`config.mk`:
```
export PLATFORM = sky130hd
export DESIGN_NAME = mc_main_control_flat
export DESIGN_NICKNAME = d
export VERILOG_FILES = /design/src/rtl/mc_main_control_if.sv /design/src/rtl/mc_main_control.sv /design/src/flat_wrapper.sv
export SDC_FILE = /design/constraint.sdc
export NUM_CORES = 1
export LEC_CHECK = 0
export BUFFER_PORTS_ARGS = -buffer_cell sky130_fd_sc_hd__buf_2
export CORE_MARGIN = 3
export CORE_UTILIZATION = 50
export CTS_BUF_LIST = sky130_fd_sc_hd__clkbuf_4 sky130_fd_sc_hd__clkbuf_8
export CTS_CLUSTER_SIZE = 24
export DETAILED_ROUTE_END_ITERATION = 6
export PLACE_DENSITY_LB_ADDON = 0.3
export SKIP_LAST_GASP = 1
export SYNTH_ARGS = -nofsm -noshare
export SYNTH_HDL_FRONTEND = slang
export SYNTH_SLANG_ARGS = --single-unit
```
`constraint.sdc`:
```
create_clock -name clk -period 2.4 [get_ports clk]
set_clock_uncertainty 0.2 [all_clocks]
set_input_delay 0.24 -clock clk [delete_from_list [all_inputs] [get_ports clk]]
set_output_delay 0.24 -clock clk [all_outputs]
set_load 0.01 [all_outputs]
```
`src/rtl/mc_main_control_if.sv`:
```
// Control bundle between mc_main_control and the multi-cycle datapath.
// master = controller (drives enables), slave = datapath (drives op/zero).
interface mc_main_control_if #(
    parameter int CNT_W = 16
);
    logic [5:0]       op;
    logic             zero;
    logic             pcen;
    logic             iord;
    logic             memread;
    logic             memwrite;
    logic             irwrite;
    logic             memtoreg;
    logic             regdst;
    logic             regwrite;
    logic             alusrca;
    logic [1:0]       alusrcb;
    logic             zext;
    logic [1:0]       pcsource;
    logic             aluop3;
    logic             aluop2;
    logic             aluop1;
    logic             aluop0;
    logic             instr_done;
    logic [CNT_W-1:0] instr_cnt;
    logic             illegal;

    modport master (
        input  op, zero,
        output pcen, iord, memread, memwrite, irwrite, memtoreg, regdst, regwrite,
               alusrca, alusrcb, zext, pcsource, aluop3, aluop2, aluop1, aluop0,
               instr_done, instr_cnt, illegal
    );

    modport slave (
        output op, zero,
        input  pcen, iord, memread, memwrite, irwrite, memtoreg, regdst, regwrite,
               alusrca, alusrcb, zext, pcsource, aluop3, aluop2, aluop1, aluop0,
               instr_done, instr_cnt, illegal
    );
endinterface

```
`src/rtl/mc_main_control.sv`:
```
// Multi-cycle MIPS-lite main control FSM with retired-instruction counter and sticky illegal flag.
// Optional feature macro: MC_JUMP_EN enables the j (op 000010) instruction.
module mc_main_control #(
    parameter int CNT_W = 16
) (
    input  logic               clk,
    input  logic               reset,
    mc_main_control_if.master  io_bus
);

    typedef enum logic [3:0] {
        S_FETCH  = 4'd0,
        S_DECODE = 4'd1,
        S_MEMADR = 4'd2,
        S_MEMRD  = 4'd3,
        S_MEMWB  = 4'd4,
        S_MEMWR  = 4'd5,
        S_REX    = 4'd6,
        S_RWB    = 4'd7,
        S_BEQ    = 4'd8,
        S_ADDIX  = 4'd9,
        S_ANDIX  = 4'd10,
        S_ORIX   = 4'd11,
        S_IWB    = 4'd12,
        S_JUMP   = 4'd13
    } state_t;

    localparam logic [5:0] OP_RTYPE = 6'b000000;
    localparam logic [5:0] OP_LW    = 6'b100011;
    localparam logic [5:0] OP_SW    = 6'b101011;
    localparam logic [5:0] OP_BEQ   = 6'b000100;
    localparam logic [5:0] OP_ADDI  = 6'b001000;
    localparam logic [5:0] OP_ANDI  = 6'b001100;
    localparam logic [5:0] OP_ORI   = 6'b001101;
`ifdef MC_JUMP_EN
    localparam logic [5:0] OP_J     = 6'b000010;
`endif

    state_t           r_state;
    state_t           w_next;
    logic [CNT_W-1:0] r_instr_cnt;
    logic             r_illegal;

    logic       w_pcen;
    logic       w_iord;
    logic       w_memread;
    logic       w_memwrite;
    logic       w_irwrite;
    logic       w_memtoreg;
    logic       w_regdst;
    logic       w_regwrite;
    logic       w_alusrca;
    logic [1:0] w_alusrcb;
    logic       w_zext;
    logic [1:0] w_pcsource;
    logic [3:0] w_aluop;
    logic       w_instr_done;
    logic       w_illegal_op;

    // State register; async reset lands in FETCH so outputs show fetch controls during reset.
    always_ff @(posedge clk or posedge reset) begin
        if (reset) begin
            r_state <= S_FETCH;
        end else begin
            r_state <= w_next;
        end
    end

    // Next-state and Moore control decode; zero only gates pcen in BEQ.
    always_comb begin
        w_next       = S_FETCH;
        w_pcen       = 1'b0;
        w_iord       = 1'b0;
        w_memread    = 1'b0;
        w_memwrite   = 1'b0;
        w_irwrite    = 1'b0;
        w_memtoreg   = 1'b0;
        w_regdst     = 1'b0;
        w_regwrite   = 1'b0;
        w_alusrca    = 1'b0;
        w_alusrcb    = 2'b00;
        w_zext       = 1'b0;
        w_pcsource   = 2'b00;
        w_aluop      = 4'b0000;
        w_instr_done = 1'b0;
        w_illegal_op = 1'b0;
        case (r_state)
            S_FETCH: begin
                w_memread = 1'b1;
                w_irwrite = 1'b1;
                w_alusrcb = 2'b01;
                w_pcen    = 1'b1;
                w_next    = S_DECODE;
            end
            S_DECODE: begin
                w_alusrcb = 2'b11;
                case (io_bus.op)
                    OP_RTYPE:      w_next = S_REX;
                    OP_LW, OP_SW:  w_next = S_MEMADR;
                    OP_BEQ:        w_next = S_BEQ;
                    OP_ADDI:       w_next = S_ADDIX;
                    OP_ANDI:       w_next = S_ANDIX;
                    OP_ORI:        w_next = S_ORIX;
`ifdef MC_JUMP_EN
                    OP_J:          w_next = S_JUMP;
`endif
                    default: begin
                        w_next       = S_FETCH;
                        w_illegal_op = 1'b1;
                    end
                endcase
            end
            S_MEMADR: begin
                w_alusrca = 1'b1;
                w_alusrcb = 2'b10;
                if (io_bus.op == OP_SW) begin
                    w_next = S_MEMWR;
                end else begin
                    w_next = S_MEMRD;
                end
            end
            S_MEMRD: begin
                w_memread = 1'b1;
                w_iord    = 1'b1;
                w_next    = S_MEMWB;
            end
            S_MEMWB: begin
                w_regwrite   = 1'b1;
                w_memtoreg   = 1'b1;
                w_instr_done = 1'b1;
                w_next       = S_FETCH;
            end
            S_MEMWR: begin
                w_memwrite   = 1'b1;
                w_iord       = 1'b1;
                w_instr_done = 1'b1;
                w_next       = S_FETCH;
            end
            S_REX: begin
                w_alusrca = 1'b1;
                w_aluop   = 4'b0001;
                w_next    = S_RWB;
            end
            S_RWB: begin
                w_regwrite   = 1'b1;
                w_regdst     = 1'b1;
                w_instr_done = 1'b1;
                w_next       = S_FETCH;
            end
            S_BEQ: begin
                w_alusrca    = 1'b1;
                w_aluop      = 4'b0010;
                w_pcsource   = 2'b01;
                w_pcen       = io_bus.zero;
                w_instr_done = 1'b1;
                w_next       = S_FETCH;
            end
            S_ADDIX: begin
                w_alusrca = 1'b1;
                w_alusrcb = 2'b10;
                w_next    = S_IWB;
            end
            S_ANDIX: begin
                w_alusrca = 1'b1;
                w_alusrcb = 2'b10;
                w_zext    = 1'b1;
                w_aluop   = 4'b0100;
                w_next    = S_IWB;
            end
            S_ORIX: begin
                w_alusrca = 1'b1;
                w_alusrcb = 2'b10;
                w_zext    = 1'b1;
                w_aluop   = 4'b1000;
                w_next    = S_IWB;
            end
            S_IWB: begin
                w_regwrite   = 1'b1;
                w_instr_done = 1'b1;
                w_next       = S_FETCH;
            end
`ifdef MC_JUMP_EN
            S_JUMP: begin
                w_pcsource   = 2'b10;
                w_pcen       = 1'b1;
                w_instr_done = 1'b1;
                w_next       = S_FETCH;
            end
`endif
            default: begin
                w_next = S_FETCH;
            end
        endcase
    end

    // Retired-instruction counter, wraps silently.
    always_ff @(posedge clk or posedge reset) begin
        if (reset) begin
            r_instr_cnt <= '0;
        end else if (w_instr_done) begin
            r_instr_cnt <= r_instr_cnt + {{(CNT_W-1){1'b0}}, 1'b1};
        end else begin
            r_instr_cnt <= r_instr_cnt;
        end
    end

    // Sticky illegal-opcode flag; only reset clears it.
    always_ff @(posedge clk or posedge reset) begin
        if (reset) begin
            r_illegal <= 1'b0;
        end else if (w_illegal_op) begin
            r_illegal <= 1'b1;
        end else begin
            r_illegal <= r_illegal;
        end
    end

    assign io_bus.pcen       = w_pcen;
    assign io_bus.iord       = w_iord;
    assign io_bus.memread    = w_memread;
    assign io_bus.memwrite   = w_memwrite;
    assign io_bus.irwrite    = w_irwrite;
    assign io_bus.memtoreg   = w_memtoreg;
    assign io_bus.regdst     = w_regdst;
    assign io_bus.regwrite   = w_regwrite;
    assign io_bus.alusrca    = w_alusrca;
    assign io_bus.alusrcb    = w_alusrcb;
    assign io_bus.zext       = w_zext;
    assign io_bus.pcsource   = w_pcsource;
    assign io_bus.aluop3     = w_aluop[3];
    assign io_bus.aluop2     = w_aluop[2];
    assign io_bus.aluop1     = w_aluop[1];
    assign io_bus.aluop0     = w_aluop[0];
    assign io_bus.instr_done = w_instr_done;
    assign io_bus.instr_cnt  = r_instr_cnt;
    assign io_bus.illegal    = r_illegal;

endmodule
```
`src/flat_wrapper.sv`:
```
// flat-port wrapper written by rule: the top's interface ports become plain ports
module mc_main_control_flat 
#(
    parameter int CNT_W = 16
)
  (clk, reset, io_bus_op, io_bus_zero, io_bus_pcen, io_bus_iord, io_bus_memread, io_bus_memwrite, io_bus_irwrite, io_bus_memtoreg, io_bus_regdst, io_bus_regwrite, io_bus_alusrca, io_bus_alusrcb, io_bus_zext, io_bus_pcsource, io_bus_aluop3, io_bus_aluop2, io_bus_aluop1, io_bus_aluop0, io_bus_instr_done, io_bus_instr_cnt, io_bus_illegal);
  mc_main_control_if #(.CNT_W(CNT_W)) io_bus_i ();
  input  logic clk;
  input  logic reset;
  input wire logic [$bits(io_bus_i.op)-1:0] io_bus_op;
  input wire logic [$bits(io_bus_i.zero)-1:0] io_bus_zero;
  output wire logic [$bits(io_bus_i.pcen)-1:0] io_bus_pcen;
  output wire logic [$bits(io_bus_i.iord)-1:0] io_bus_iord;
  output wire logic [$bits(io_bus_i.memread)-1:0] io_bus_memread;
  output wire logic [$bits(io_bus_i.memwrite)-1:0] io_bus_memwrite;
  output wire logic [$bits(io_bus_i.irwrite)-1:0] io_bus_irwrite;
  output wire logic [$bits(io_bus_i.memtoreg)-1:0] io_bus_memtoreg;
  output wire logic [$bits(io_bus_i.regdst)-1:0] io_bus_regdst;
  output wire logic [$bits(io_bus_i.regwrite)-1:0] io_bus_regwrite;
  output wire logic [$bits(io_bus_i.alusrca)-1:0] io_bus_alusrca;
  output wire logic [$bits(io_bus_i.alusrcb)-1:0] io_bus_alusrcb;
  output wire logic [$bits(io_bus_i.zext)-1:0] io_bus_zext;
  output wire logic [$bits(io_bus_i.pcsource)-1:0] io_bus_pcsource;
  output wire logic [$bits(io_bus_i.aluop3)-1:0] io_bus_aluop3;
  output wire logic [$bits(io_bus_i.aluop2)-1:0] io_bus_aluop2;
  output wire logic [$bits(io_bus_i.aluop1)-1:0] io_bus_aluop1;
  output wire logic [$bits(io_bus_i.aluop0)-1:0] io_bus_aluop0;
  output wire logic [$bits(io_bus_i.instr_done)-1:0] io_bus_instr_done;
  output wire logic [$bits(io_bus_i.instr_cnt)-1:0] io_bus_instr_cnt;
  output wire logic [$bits(io_bus_i.illegal)-1:0] io_bus_illegal;
  assign io_bus_i.op = io_bus_op;
  assign io_bus_i.zero = io_bus_zero;
  assign io_bus_pcen = io_bus_i.pcen;
  assign io_bus_iord = io_bus_i.iord;
  assign io_bus_memread = io_bus_i.memread;
  assign io_bus_memwrite = io_bus_i.memwrite;
  assign io_bus_irwrite = io_bus_i.irwrite;
  assign io_bus_memtoreg = io_bus_i.memtoreg;
  assign io_bus_regdst = io_bus_i.regdst;
  assign io_bus_regwrite = io_bus_i.regwrite;
  assign io_bus_alusrca = io_bus_i.alusrca;
  assign io_bus_alusrcb = io_bus_i.alusrcb;
  assign io_bus_zext = io_bus_i.zext;
  assign io_bus_pcsource = io_bus_i.pcsource;
  assign io_bus_aluop3 = io_bus_i.aluop3;
  assign io_bus_aluop2 = io_bus_i.aluop2;
  assign io_bus_aluop1 = io_bus_i.aluop1;
  assign io_bus_aluop0 = io_bus_i.aluop0;
  assign io_bus_instr_done = io_bus_i.instr_done;
  assign io_bus_instr_cnt = io_bus_i.instr_cnt;
  assign io_bus_illegal = io_bus_i.illegal;
  mc_main_control #(.CNT_W(CNT_W)) u_core (.clk(clk), .reset(reset), .io_bus(io_bus_i));
endmodule
```
==> flow_summary.toml <==
[status]
status = "completed"

[worst_setup_path]
cp_data_arrival_time_ns = 1.74
cp-end-kind = "output pin"
crit_type = "flip-flop to output pin"
ff2ff_path_depth = 4
critPathMaxFanout = 14
rrSetupSlack_ns = 0.47
r2r-start = "u_core.r_state[3]"
regToRegEndpoint = "u_core.io_bus.instr_cnt[13]"
cp-start-kind = "flip-flop"
cp.required_ns = 1.96

[sta]
finalSetupTns_ns = 0
rsz0062_at_grt = "false"
timing.slew.headroom_pct = 48.3
finalSetupViolCount = 0
post-route-period-util_pct = 90.9
min_period_ns = 2.18
hold_viol = 0
maxSlewViolCount = 0
tightest_slew_ns = 0.775
fmax_ghz = 0.458
timing.final.ws_setup_ns = 0.218

[logic_synthesis]
synth_ff_type = "dfrtp_1"
synth_area_leaders = "dfrtp_1 (43%), xnor2_1 (10%), nor2_1 (5.6%)"
netlist_area_sq_um = 1220
async_reset_ff_share_pct = 100
synth_top_area_share_pct = 43.2
synth_cells = 131
synth-edff-count = 0
yosys_warnings = 0
synth.distinct_cells = 34
ys_ff_latch = 21
synth.avg_cell_area_sq_um = 9.28
ys_seq_area_share_pct = 43.2
synth_nets = 141
yosys.area.top_type = "dfrtp_1"

[worst_hold_path]
hold_path_class = "input port to flip-flop"
min_from = "io_bus_op[3]"
holdPathStages = 3
hold_end = "u_core.r_state[0]"

[detailed_routing]
finalWirelength_microns = 2510
dr.pass1.iters = 5
avgViaCountPerCell = 5.31
ant_nets = 0
wire_per_inst_microns = 12.6
drt_iter0_markers = 29
vias = 1061
drc = 0

[grt]
grt_pass1_wl_microns = 4180
grt_pass1_vias = 979
grt_max_degree = 22
antenna_found_initial = 0
grt_usage_pct = 16.3
overflow = 0

[floorplanning]
die_area_sq_um = 3060
fp.dieW_microns = 55.3
initial_core_util_pct = 53.9
die_h_microns = 55.3
core_sq_um = 2250
core.rowCount = 17
ioPinCount = 45

[placement]
io_buffers = 43
dp.final_hpwl_microns = 1980
pre_cts_ws_ns = 0.503
gp_congestion = 0.812

[clocking]
cts_buffers = 3
cts_tree = "built"
post_cts_buffers = 0
clkSinkCount = 21
clk_pin_slew_ns = 0.12
htree_levels = 1
cts_buffer_depth = 2
clock_latency_ns = 0.31
root_buffer = "clkbuf_4"

[final_layout]
diodes = 0
layout_commonest_cell = "buf_2"
final_cell_mix = "buf_2 (43), dfrtp_1 (21), nor2_1 (18), xnor2_1 (14), nand2_1 (10)"
fin_nets = 183
drive_gt1_share_pct = 30.8
fin_util_pct = 65.3
fill_cells = 197
syn_to_final_growth_pct = 21.0

[power]
power_mw = 1.15
power.leakage_nw = 0.721
ir_drop_uv = 482
pwr_density_cell_nw_per_um2 = 781

[job]
maxCapViolCount = 0
critical path, stage by stage (launching register included):
cell and delay [ns]:
dfrtp_1 0.53, mux2_4 0.36, nor2_1 0.33, buf_2 0.21
area by class of cell:
type | instances | area (sq um) | area share [%]
clock inverter | 1 | 7.51 | 0.510
multi-input combinational | 98 | 631 | 42.9
inverter | 4 | 15.0 | 1.02
clock buffer | 3 | 22.5 | 1.53
sequential | 21 | 526 | 35.7
timing repair buffer | 45 | 235 | 16.0
tap | 28 | 35.0 | 2.38
worst max-delay path by stage:
stage                            from                          end  slack [ns]
floorplan           u_core.r_state[0]   u_core.io_bus.instr_cnt[1]        0.52
global placement    u_core.r_state[0]   u_core.io_bus.instr_cnt[1]        0.58
detailed placement  u_core.r_state[0]  u_core.io_bus.instr_cnt[13]        0.50
CTS                 u_core.r_state[0]            io_bus_instr_done        0.23
global route        u_core.r_state[0]            io_bus_instr_done        0.12
finish              u_core.r_state[3]            io_bus_instr_done        0.22
through the flow:
step	hold WS [ns]	area [sq um]	instances
after floorplan	0.0165	1220	131
after global placement	0.207	1420	194
after detailed placement	0.218	1420	194
after CTS	0.0484	1470	200
after global routing	0.0599	1470	200
final	0.0590	1470	200
sequential cells by signal, summed over array words and instances, names as in the netlist:
register	cells
u_core.io_bus.instr_cnt	16
u_core.io_bus.illegal	1
u_core.r_state	4
synthesized netlist by cell type (all sizes together) (3+ instances only):
master and instances:
clkbuf 5, a21oi 3, xor2 4, o21ai 4, dfrtp 21, nor2 18, nand4 6, buf 3
nor3 7, or2 3, nand2 10, nor4 4, xnor2 14, inv 4, nand3 6
per-layer routing:
metal	up-vias	part of all wire (%)	track usage, %
li1	532	-	-
met1	503	42	19.6
met2	26	53	29.4
met3	0	4.7	3.27
met4	0	0	4.17
met5	-	0	0
where the power goes:
part           total, mW  internal (mW)  switching [mW]
clock              0.170         0.0635           0.107
sequential         0.496          0.406          0.0903
combinational      0.483          0.206           0.276
total               1.15          0.676           0.473
logic make-up after synthesis:
family / after synthesis / share of synthesized area (%)
adders and majority gates: 1 / 1.03
buffers and inverters: 12 / 4.94
DFF: 21 / 43.2
other: 1 / 0.308
xor gates and xnor gates: 18 / 13.0
and+or+nand+nor: 63 / 28.3
muxes: 2 / 2.16
AOI/OAI and AO/OA: 13 / 7.10
timing repair:
| action | 4_1_cts | 5_1_grt |
|---|---|---|
| endpoints found under the setup margin | 0 | 0 |
| gates resized for setup | 0 | 0 |
| hold buffers | 2 | 0 |
| endpoints found under the hold margin | 22 | 0 |
(Power assumes the default switching activity.)
